<file path="src/rtl/pc_sequencer.sv">
// pc_sequencer: owns the fetch PC and picks the next PC each cycle from
// the reset vector, a taken branch, a halt, a hazard stall, an imem wait or
// the sequential increment. Also drives the IF/ID flush pulse, the sticky
// halted flag and the sticky imem-timeout flag.
module pc_sequencer #(
    parameter logic [15:0] RESET_PC = 16'h0000,
    parameter int          PC_STEP  = 2,
    parameter int          WAIT_MAX = 15
) (
    input  logic        clk,
    input  logic        rst_n,
    input  logic        stall,
    input  logic        br_valid,
    input  logic        br_taken,
    input  logic [15:0] br_target,
    input  logic        hlt_dec,
    input  logic        imem_ready,
    output logic [15:0] pc_out,
    output logic [15:0] pc_plus2,
    output logic        fetch_valid,
    output logic        flush,
    output logic        halted,
    output logic        mem_timeout
);

    localparam int             CW   = $clog2(WAIT_MAX + 1);
    localparam logic [CW-1:0]  WMAX = CW'(WAIT_MAX);

    typedef enum logic [1:0] {BOOT, RUN, WAIT, HALT} state_e;

    state_e          state_q, state_d;
    logic [15:0]     pc_q, pc_d;
    logic [CW-1:0]   cnt_q, cnt_d;
    logic            flush_q, flush_d;
    logic            halted_q, halted_d;
    logic            timeout_q, timeout_d;

    logic            redirect;
    logic [15:0]     tgt;

    // Only a taken branch redirects; a resolved not-taken branch falls through.
    assign redirect = br_valid & br_taken;
    // Instructions are halfword aligned, so the low address bit is dropped.
    assign tgt      = {br_target[15:1], 1'b0};

    assign pc_plus2    = pc_q + 16'(PC_STEP);
    assign pc_out      = pc_q;
    assign flush       = flush_q;
    assign halted      = halted_q;
    assign mem_timeout = timeout_q;

    // Next-state / next-PC selection and the combinational fetch_valid.
    always_comb begin
        state_d     = state_q;
        pc_d        = pc_q;
        cnt_d       = cnt_q;
        flush_d     = 1'b0;
        halted_d    = halted_q;
        timeout_d   = timeout_q;
        fetch_valid = 1'b0;
        unique case (state_q)
            BOOT: state_d = RUN;
            RUN: begin
                if (redirect) begin
                    // Overrides stall, imem wait and a wrong-path halt.
                    pc_d    = tgt;
                    flush_d = 1'b1;
                end else if (hlt_dec) begin
                    state_d  = HALT;
                    halted_d = 1'b1;
                end else if (stall) begin
                    pc_d = pc_q;
                end else if (!imem_ready) begin
                    state_d = WAIT;
                    cnt_d   = CW'(1);
                end else begin
                    pc_d        = pc_plus2;
                    fetch_valid = 1'b1;
                end
            end
            WAIT: begin
                if (redirect) begin
                    // Abandon the pending fetch and go to the new target.
                    pc_d    = tgt;
                    flush_d = 1'b1;
                    state_d = RUN;
                    cnt_d   = '0;
                end else if (hlt_dec) begin
                    state_d  = HALT;
                    halted_d = 1'b1;
                    cnt_d    = '0;
                end else if (imem_ready) begin
                    state_d = RUN;
                    cnt_d   = '0;
                    if (!stall) begin
                        pc_d        = pc_plus2;
                        fetch_valid = 1'b1;
                    end
                end else if (cnt_q != WMAX) begin
                    cnt_d = cnt_q + 1'b1;
                end
            end
            HALT: begin
                // Frozen until reset; every input is ignored.
                state_d = HALT;
            end
            default: state_d = BOOT;
        endcase
        if (cnt_d == WMAX) timeout_d = 1'b1;
    end

    // State, PC, wait counter and sticky flags.
    always_ff @(posedge clk or negedge rst_n) begin
        if (!rst_n) begin
            state_q   <= BOOT;
            pc_q      <= RESET_PC;
            cnt_q     <= '0;
            flush_q   <= 1'b0;
            halted_q  <= 1'b0;
            timeout_q <= 1'b0;
        end else begin
            state_q   <= state_d;
            pc_q      <= pc_d;
            cnt_q     <= cnt_d;
            flush_q   <= flush_d;
            halted_q  <= halted_d;
            timeout_q <= timeout_d;
        end
    end

endmodule

</file>
<file path="config.mk">
export PLATFORM = sky130hd
export DESIGN_NAME = pc_sequencer
export DESIGN_NICKNAME = d
export VERILOG_FILES = /design/src/rtl/pc_sequencer.sv
export SDC_FILE = /design/constraint.sdc
export NUM_CORES = 1
export LEC_CHECK = 0
export ABC_CLOCK_PERIOD_IN_PS = 2330
export BUFFER_PORTS_ARGS = -buffer_cell sky130_fd_sc_hd__buf_4
export CAP_MARGIN = 20
export CORE_UTILIZATION = 26
export DETAILED_ROUTE_END_ITERATION = 7
export HOLD_SLACK_MARGIN = 0.06
export MAX_ROUTING_LAYER = met4
export SLEW_MARGIN = 15
export SYNTH_ARGS = -nofsm -noshare
export SYNTH_HDL_FRONTEND = slang
export SYNTH_SLANG_ARGS = --single-unit
</file>
<file path="constraint.sdc">
create_clock -name clk -period 2.33 [get_ports clk]
set_clock_uncertainty 0.15 [all_clocks]
set_input_delay 0.1165 -clock clk [delete_from_list [all_inputs] [get_ports clk]]
set_output_delay 0.1165 -clock clk [all_outputs]
set_load 0.005 [all_outputs]
</file>
==> impl_metrics.py, run 1 <==
metrics = {
    "routing": {
        "vias": 1500,
        "drt_iter0_markers": 92,
        "postRouteAntennaNets": 0,
        "drt-vias-per-instance": 4.78,
        "postRouteWirelength_um": 4160,
        "avgRoutedWirePerCell_um": 13.3,
        "drc": 0,
        "dr.pass1.iters": 4,
    },
    "worst_setup_path": {
        "crit_end": "pc_plus2[13]",
        "crit_slowest_cell": "dfrtp_1",
        "cp-start-kind": "flip-flop",
        "cp.required_ns": 2.06,
        "startpoint": "pc_out[4]",
        "slowest_delay_ns": 0.49,
        "cp.arrival_ns": 1.88,
        "r2r-start": "state_q[0]",
        "path_common_cell": "buf_4",
        "critPathKind": "reg2out",
        "cp_max_fo": 7,
        "critPathCaptureType": "primary output",
        "path_cells": "and4_4, nand4_1, buf_4, nor2_1, xor2_1, buf_4",
        "r2r-end": "pc_out[4]",
        "path_depth": 6,
        "r2r.worst_path.cells": 7,
        "path_buf_inv": 2,
        "rrSetupSlack_ns": 0.30,
        "path_delay_family": "simple AND/OR/NAND/NOR gates",
    },
    "power_and_ir_drop": {
        "internal_power_mw": 1.41,
        "sw_frac_of_total_pct": 38.1,
        "powerDensity_mw_per_mm2": 1000,
        "p_leak_nw": 1.11,
        "pwr-share-clk_pct": 16.5,
        "power.switching_mw": 0.868,
        "p_seq_share_pct": 34.2,
        "vdd_drop_max_mv": 0.382,
        "combinationalPowerShare_pct": 49.3,
    },
    "sta": {
        "setup_tns_ns": 0,
        "finalHoldViolCount": 0,
        "maxSlewHeadroom_pct": 57.6,
        "grt_setup_unrepaired": "no",
        "timing.fmax_mhz": 466,
        "period_share_pct": 92.1,
        "setup_viol": 0,
        "drv_slew": 0,
        "worst_slew_pin_slew_ns": 0.634,
        "fin_crit_ns": 2.15,
    },
    "synth": {
        "synth_seq_cells": 24,
        "netlist_instances": 172,
        "synth_top_area_share_pct": 38.4,
        "synth_edf_count": 0,
        "synth_area_leaders": "dfrtp_1, mux2i_1, ha_1, nand2_1, xnor2_1",
        "synth.avg_cell_area_um2": 9.10,
        "yosys.area.top_type": "dfrtp_1",
        "synth_ff_type": "dfrtp_1",
        "ys_seq_area_share_pct": 38.4,
        "syn_area_mm2": 0.00157,
        "synth_cell_type_count": 43,
        "yosysWarnings": 0,
        "async_flop_share_pct": 100,
    },
    "floorplanning": {
        "num_io_pins": 59,
        "fp.dieH_um": 79.6,
        "die_area_mm2": 0.00633,
        "die_w_um": 79.6,
        "core_area_mm2": 0.00564,
        "start_util_pct": 27.7,
        "std_cell_rows": 27,
    },
    "finish": {
        "postLayoutCellArea_mm2": 0.00227,
        "nNetsFinal": 272,
        "areaGrowthSynthToFinish_pct": 44.8,
        "instances_no_fill": 314,
        "drive_above_1_share_pct": 28.9,
        "n_antenna_cell": 0,
    },
    "global_routing": {
        "antenna_found_initial": 0,
        "grt_max_degree": 25,
        "grt_pass1_vias": 1450,
        "grt_pass1_wl_um": 6890,
        "grt_util_all_layers_pct": 14.1,
        "grt_overflow": 0,
    },
    "clock_network": {
        "cts_buffers": 3,
        "htreeDepth": 1,
        "cts-root-buf": "clkbuf_8",
        "cts.clk_slew.worst_paths_ns": 0.09,
        "clk_latency_ns": 0.27,
        "clk_path_buf_depth": 2,
        "postCtsSetupRepairBufs": 0,
        "cts_tree": "done",
        "cts_sinks": 24,
    },
    "place": {
        "dp_hpwl_um": 2970,
        "post_dp_cell_area_mm2": 0.00203,
        "place_inst": 294,
        "gp_congestion": 0.747,
        "port_buffers": 55,
    },
    "outcome": {
        "outcome": "complete, no violations",
    },
    "run": {
        "max-cap-violations": 0,
    },
    "min_path": {
        "worstHoldPathType": "in2reg",
    },
}
==> Yosys cell counts, types with 2 or more instances <==
cell       n
nand2_1   17
and4_4     2
dfrtp_1   24
nand3_1    6
buf_4      2
a31oi_1    4
nand4_1    4
xor2_1     5
nor3_1     4
xnor2_1    7
clkbuf_1   4
a21oi_1    9
o22ai_1    3
mux2i_1    8
nand3b_1   2
ha_1       6
buf_6      2
nor2_1    16
a21o_1     3
and3_1     2
o21ai_0   10
a221o_1    3
inv_1      9
==> cell type report <==
class | instances | area, µm²
fill | 593 | 3380
clock inverter | 1 | 30.0
clock buffer | 3 | 41.3
inverter | 9 | 33.8
tap | 72 | 90.1
timing repair buffer | 75 | 603
sequential | 24 | 601
multi-input combinational | 130 | 867
==> sequential cells by signal, summed over array words and instances, names as in the netlist <==
| signal | flops |
|---|---|
| state_q | 2 |
| flush | 1 |
| pc_out | 15 |
| halted | 1 |
| cnt_q | 4 |
| mem_timeout | 1 |
==> stage by stage <==
step	hold slack (ns)	util (%)	setup WS, ns	power, mW
after floorplan	-0.329	-	0.421	1.33
after global routing	0.150	40.2	0.0479	2.48
after CTS	0.125	40.1	0.124	2.29
after detailed placement	-0.106	36.0	0.337	1.89
after global placement	-0.108	36.0	0.374	1.86
final	0.117	40.2	0.183	2.28
==> power by group through the flow <==
stage          Clock [mW]  Combinational, mW  Sequential [mW]
2_1_floorplan           0              0.579            0.747
3_3_place_gp            0               1.09            0.777
3_5_place_dp            0               1.10            0.785
4_1_cts             0.386               1.13            0.778
5_1_grt             0.401               1.26            0.821
6_report            0.375               1.12            0.778
==> cells in the final DEF, fill, tap and decap left out, types with 6 or more instances in the layout <==
cell type and count:
buf_4 59, dfrtp_1 24, nand2_1 17, nor2_1 16, dlygate4sd3_1 16, o21ai_0 10
inv_1 9, a21oi_1 9, mux2i_1 8, xnor2_1 7, nand3_1 6
==> repair_timing <==
item | CTS | global route
setup endpoints to repair | 0 | 1
endpoints found under the hold margin | 39 | 0
gates resized for setup | 0 | 1
hold buffers | 16 | 0
==> per-layer routing <==
metal	part of all wire [%]	GRT usage [%]	up-vias
met5	0	-	-
met4	0.67	2.18	0
met3	5.6	3.54	5
met2	47	23.0	43
met1	47	17.9	703
li1	-	-	749
==> cell families after synthesis <==
group | Yosys count | synth area share [%]
AO/OA/AOI/OAI | 45 | 19.6
XOR/XNOR | 13 | 7.75
adder cells (fa/ha/maj) | 6 | 4.80
buffers and inverters | 19 | 6.63
flip-flops | 24 | 38.4
multiplexers | 8 | 5.12
other | 1 | 0.240
AND/OR/NAND/NOR | 56 | 17.5
==> tightest hold or removal path, cell delays in order <==
cell and delay, ns:
buf_4 0.09, nor2_1 0.05, nand2_1 0.07, a2111oi_0 0.09, nor2_1 0.09
==> worst min path at each step <==
stage / from / endpoint / slack, ns / cells after the start
6_report: stall / state_q[0] / 0.12 / 5
5_1_grt: rst_n / cnt_q[0] / 0.15 / 2
4_1_cts: stall / state_q[0] / 0.12 / 5
3_5_place_dp: rst_n / flush / -0.11 / 1
3_3_place_gp: rst_n / flush / -0.11 / 1
2_1_floorplan: rst_n / cnt_q[0] / -0.33 / 0
Power figures use the tool's default switching activity.
==> run 2: changes to the inputs <==
--- a/config.mk
+++ b/config.mk
@@ -8,6 +8,7 @@
 export ABC_CLOCK_PERIOD_IN_PS = 2330
 export BUFFER_PORTS_ARGS = -buffer_cell sky130_fd_sc_hd__buf_4
 export CAP_MARGIN = 20
+export CORE_MARGIN = 4
 export CORE_UTILIZATION = 26
 export DETAILED_ROUTE_END_ITERATION = 7
 export HOLD_SLACK_MARGIN = 0.06
==> impl_metrics.py, run 2 (synthesized netlist as in run 1, its figures left out) <==
metrics = {
    "sta": {
        "setup_viol": 0,
        "finalHoldViolCount": 0,
        "worst_slew_pin_slew_ns": 0.636,
        "grt_setup_unrepaired": "no",
        "maxSlewHeadroom_pct": 57.5,
        "period_share_pct": 92.6,
        "fin_crit_ns": 2.16,
        "timing.fmax_mhz": 463,
        "drv_slew": 0,
        "setup_tns_ns": 0,
    },
    "floorplanning": {
        "fp.dieH_um": 85.6,
        "die_w_um": 85.6,
        "std_cell_rows": 27,
        "start_util_pct": 27.6,
        "die_area_mm2": 0.00733,
        "core_area_mm2": 0.00568,
        "num_io_pins": 59,
    },
    "worst_setup_path": {
        "r2r-start": "state_q[1]",
        "cp.required_ns": 2.06,
        "critPathCaptureType": "primary output",
        "cp_max_fo": 8,
        "r2r.worst_path.cells": 6,
        "crit_slowest_cell": "dfrtp_1",
        "r2r-end": "mem_timeout",
        "critPathKind": "reg2out",
        "rrSetupSlack_ns": 0.31,
        "slowest_delay_ns": 0.49,
        "cp-start-kind": "flip-flop",
        "path_cells": "ha_1, nand4_1, nor2_1, xor2_1, buf_4",
        "cp.arrival_ns": 1.89,
    },
    "power_and_ir_drop": {
        "vdd_drop_max_mv": 0.461,
        "p_leak_nw": 1.12,
        "finalPower_mw": 2.27,
        "powerDensity_mw_per_mm2": 999,
    },
    "min_path": {
        "hold_end": "pc_out[10]",
        "hold_depth": 4,
        "hp-start": "br_target[10]",
        "worstHoldPathType": "in2reg",
    },
    "routing": {
        "vias": 1488,
        "avgRoutedWirePerCell_um": 13.2,
        "drc": 0,
        "drt-vias-per-instance": 4.74,
        "dr.pass1.iters": 4,
        "postRouteWirelength_um": 4160,
        "postRouteAntennaNets": 0,
        "drt_iter0_markers": 66,
    },
    "finish": {
        "nNetsFinal": 272,
        "layout_commonest_cell": "buf_4",
        "drive_above_1_share_pct": 28.5,
        "n_antenna_cell": 0,
        "largest_reg_flops": 15,
        "layout_common_cells": "buf_4, dfrtp_1, nand2_1",
        "areaGrowthSynthToFinish_pct": 45.4,
    },
    "global_routing": {
        "grt_overflow": 0,
        "grt_pass1_vias": 1479,
        "grt_util_all_layers_pct": 12.2,
        "grt_pass1_wl_um": 7100,
        "grt_max_degree": 34,
        "antenna_found_initial": 0,
    },
    "place": {
        "port_buffers": 55,
        "gp_congestion": 0.773,
        "dp_hpwl_um": 3050,
    },
    "clock_network": {
        "cts_tree": "done",
        "cts.clk_slew.worst_paths_ns": 0.09,
        "cts-root-buf": "clkbuf_8",
        "clk_path_buf_depth": 2,
        "cts_buffers": 3,
        "htreeDepth": 1,
        "post_cts_resized": 0,
        "cts_sinks": 24,
        "clk_latency_ns": 0.27,
    },
    "run": {
        "max-cap-violations": 0,
    },
    "outcome": {
        "outcome": "complete, no violations",
    },
}
-- run 2: cell counts in the layout (fill, tap and decap cells not counted) --
Identical to the previous run, type by type.
-- run 2: per-layer routing --
| layer | global-route usage (%) | wire [µm] | vias up |
|---|---|---|---|
| li1 | - | - | 753 |
| met1 | 15.9 | 1920 | 688 |
| met2 | 19.4 | 1900 | 43 |
| met3 | 3.36 | 307 | 4 |
| met4 | 2.16 | 27 | 0 |
| met5 | - | 0 | - |
-- run 2: area by class of cell --
cell class	count	area, µm²
fillers	595	3400
multi-input cells	130	865
repair buffers	75	616
flip-flops and latches	24	601
well taps	72	90.1
clock buffers	3	41.3
inverters	9	33.8
clock inverters	1	30.0
-- run 2: what timing repair did --
| item | 4_1_cts | 5_1_grt |
|---|---|---|
| buffers inserted | 0 | 2 |
| endpoints found under the hold margin | 39 | 0 |
| hold buffers | 16 | 0 |
| endpoints found under the setup margin | 0 | 2 |
-- run 2: critical path, delay by kind of cell, from the launching register on --
kind          cells  cell delay (ns)
flops             1             0.49
buf+inv           1             0.12
xor+xnor          1             0.17
simple gates      2             0.55
fa+ha+maj         1             0.30
-- run 2: power breakdown --
| group | switching, mW | internal [mW] |
|---|---|---|
| combinational | 0.504 | 0.625 |
| sequential | 0.219 | 0.557 |
| clock | 0.139 | 0.230 |
-- run 2: stage by stage --
stage / utilization [%] / cells / hold WS, ns / setup WS [ns] / instance area, µm²
global placement: 35.8 / 292 / -0.110 / 0.380 / 2030
CTS: 39.8 / 312 / 0.106 / 0.155 / 2260
global route: 40.1 / 314 / 0.119 / 0.0121 / 2280
floorplan: - / 173 / -0.329 / 0.421 / 1570
detailed placement: 35.8 / 292 / -0.109 / 0.312 / 2030
finish: 40.1 / 314 / 0.118 / 0.172 / 2280
-- run 2: how the worst max path moves through the flow --
stage                from      endpoint  slack [ns]
2_1_floorplan  state_q[0]   mem_timeout        0.42
3_3_place_gp   state_q[1]   mem_timeout        0.38
3_5_place_dp   state_q[1]   mem_timeout        0.31
4_1_cts         pc_out[1]  pc_plus2[13]        0.15
5_1_grt         pc_out[1]  pc_plus2[13]        0.01
6_report        pc_out[1]  pc_plus2[13]        0.17
==> run 3: changes to the inputs <==
--- a/config.mk
+++ b/config.mk
@@ -6,11 +6,11 @@
 export NUM_CORES = 1
 export LEC_CHECK = 0
 export ABC_CLOCK_PERIOD_IN_PS = 2330
-export BUFFER_PORTS_ARGS = -buffer_cell sky130_fd_sc_hd__buf_4
 export CAP_MARGIN = 20
 export CORE_MARGIN = 4
 export CORE_UTILIZATION = 26
 export DETAILED_ROUTE_END_ITERATION = 7
+export DONT_BUFFER_PORTS = 1
 export HOLD_SLACK_MARGIN = 0.06
 export MAX_ROUTING_LAYER = met4
 export SLEW_MARGIN = 15
==> constraint.sdc (replaced) <==
create_clock -name clk -period 2.33 [get_ports clk]
set_clock_uncertainty 0.15 [all_clocks]
set_input_delay 0.466 -clock clk [delete_from_list [all_inputs] [get_ports clk]]
set_output_delay 0.466 -clock clk [all_outputs]
set_load 0.005 [all_outputs]
==> impl_metrics.py, run 3 (synthesized netlist as in run 1, its figures left out) <==
metrics = {
    "place": {
        "gp_congestion": 0.741,
        "dp_hpwl_um": 3070,
        "port_buffers": 0,
    },
    "routing": {
        "avgRoutedWirePerCell_um": 16.0,
        "dr.pass1.iters": 4,
        "postRouteWirelength_um": 4060,
        "drc": 0,
        "drt_iter0_markers": 70,
        "postRouteAntennaNets": 0,
        "vias": 1300,
        "drt-vias-per-instance": 5.12,
    },
    "worst_setup_path": {
        "cp.required_ns": 1.71,
        "r2r-end": "mem_timeout",
        "critPathKind": "reg2out",
        "cp.arrival_ns": 1.63,
        "r2r.worst_path.cells": 6,
        "cp_max_fo": 5,
        "r2r-start": "state_q[0]",
        "critPathCaptureType": "primary output",
        "cp-start-kind": "flip-flop",
        "rrSetupSlack_ns": 0.37,
    },
    "finish": {
        "areaGrowthSynthToFinish_pct": 16.8,
        "drive_above_1_share_pct": 15.9,
        "n_antenna_cell": 0,
        "layout_commonest_cell": "dfrtp_1",
        "largest_reg_flops": 15,
        "nNetsFinal": 212,
        "layout_common_cells": "dfrtp_1, nand2_1, nor2_1",
    },
    "sta": {
        "fin_crit_ns": 2.24,
        "drv_slew": 0,
        "period_share_pct": 96.2,
        "maxSlewHeadroom_pct": 55.7,
        "setup_tns_ns": 0,
        "timing.fmax_mhz": 446,
        "worst_slew_pin_slew_ns": 0.663,
        "setup_viol": 0,
        "finalHoldViolCount": 0,
        "grt_setup_unrepaired": "no",
    },
    "floorplanning": {
        "start_util_pct": 27.6,
        "die_w_um": 85.6,
        "std_cell_rows": 27,
        "num_io_pins": 59,
        "die_area_mm2": 0.00733,
        "core_area_mm2": 0.00568,
        "fp.dieH_um": 85.6,
    },
    "clock_network": {
        "clk_path_buf_depth": 2,
        "cts_tree": "done",
        "cts.clk_slew.worst_paths_ns": 0.09,
        "cts-root-buf": "clkbuf_8",
        "htreeDepth": 1,
        "cts_sinks": 24,
        "clk_latency_ns": 0.27,
        "cts_buffers": 3,
    },
    "global_routing": {
        "grt_util_all_layers_pct": 11.4,
        "grt_max_degree": 30,
        "grt_overflow": 0,
        "antenna_found_initial": 0,
        "grt_pass1_wl_um": 6530,
        "grt_pass1_vias": 1253,
    },
    "min_path": {
        "hold_end": "pc_out[1]",
        "hp-start": "br_target[1]",
        "worstHoldPathType": "in2reg",
        "hold_depth": 2,
    },
    "power_and_ir_drop": {
        "vdd_drop_max_mv": 0.385,
        "powerDensity_mw_per_mm2": 1100,
        "p_leak_nw": 0.841,
        "finalPower_mw": 2.01,
    },
    "run": {
        "max-cap-violations": 0,
    },
    "outcome": {
        "outcome": "complete, no violations",
    },
}
## run 3: worst max-delay path: stages (launching register included)
cell	delay [ns]
dfrtp_1	0.44
and4_4	0.27
and4_4	0.26
and3_4	0.22
xor2_4	0.16
## run 3: final cells by class
| cell class | instances | area, µm² |
|---|---|---|
| fillers | 592 | 3850 |
| multi-input cells | 130 | 891 |
| flip-flops and latches | 24 | 602 |
| repair buffers | 15 | 140 |
| well taps | 72 | 90.1 |
| clock buffers | 3 | 41.3 |
| inverters | 9 | 33.8 |
| clock inverters | 1 | 30.0 |
## run 3: timing repair
action / 4_1_cts / 5_1_grt
setup endpoints to repair: 2 / 3
endpoints found under the hold margin: 24 / 0
gates cloned: 0 / 0
setup buffers: 1 / 2
pin swaps: 1 / 4
hold buffers: 2 / 0
resized for setup: 2 / 4
## run 3: stage by stage
stage	hold WS (ns)	setup WS (ns)	cells	instance area [µm²]	util (%)
3_5_place_dp	0.0212	0.210	245	1680	29.5
2_1_floorplan	0.0204	0.365	173	1570	-
6_report	0.173	0.0874	254	1830	32.2
5_1_grt	0.177	0.00322	254	1830	32.2
4_1_cts	0.159	0.0468	252	1790	31.5
3_3_place_gp	0.0213	0.232	245	1680	29.5
## run 3: report_power, final
| group | switching, mW | total (mW) | internal (mW) |
|---|---|---|---|
| sequential | 0.167 | 0.726 | 0.559 |
| combinational | 0.514 | 0.906 | 0.392 |
| clock | 0.145 | 0.374 | 0.230 |
| total | 0.826 | 2.01 | 1.18 |
## run 3: worst max path at each step
stage	startpoint	endpoint	depth (start not counted)	slack (ns)
after floorplan	pc_out[4]	pc_plus2[12]	5	0.37
after global placement	pc_out[5]	pc_plus2[13]	4	0.23
after detailed placement	pc_out[5]	pc_plus2[13]	4	0.21
after CTS	pc_out[6]	pc_plus2[15]	4	0.05
after global routing	pc_out[6]	pc_plus2[12]	4	0.003
final	pc_out[6]	pc_plus2[12]	4	0.09
## run 3: metal layers
layer	vias to the layer above	track usage, %	wire length [µm]
met5	-	-	0
met4	0	2.16	25
met3	4	4.71	391
met2	59	17.2	1820
met1	604	14.3	1820
li1	633	-	-
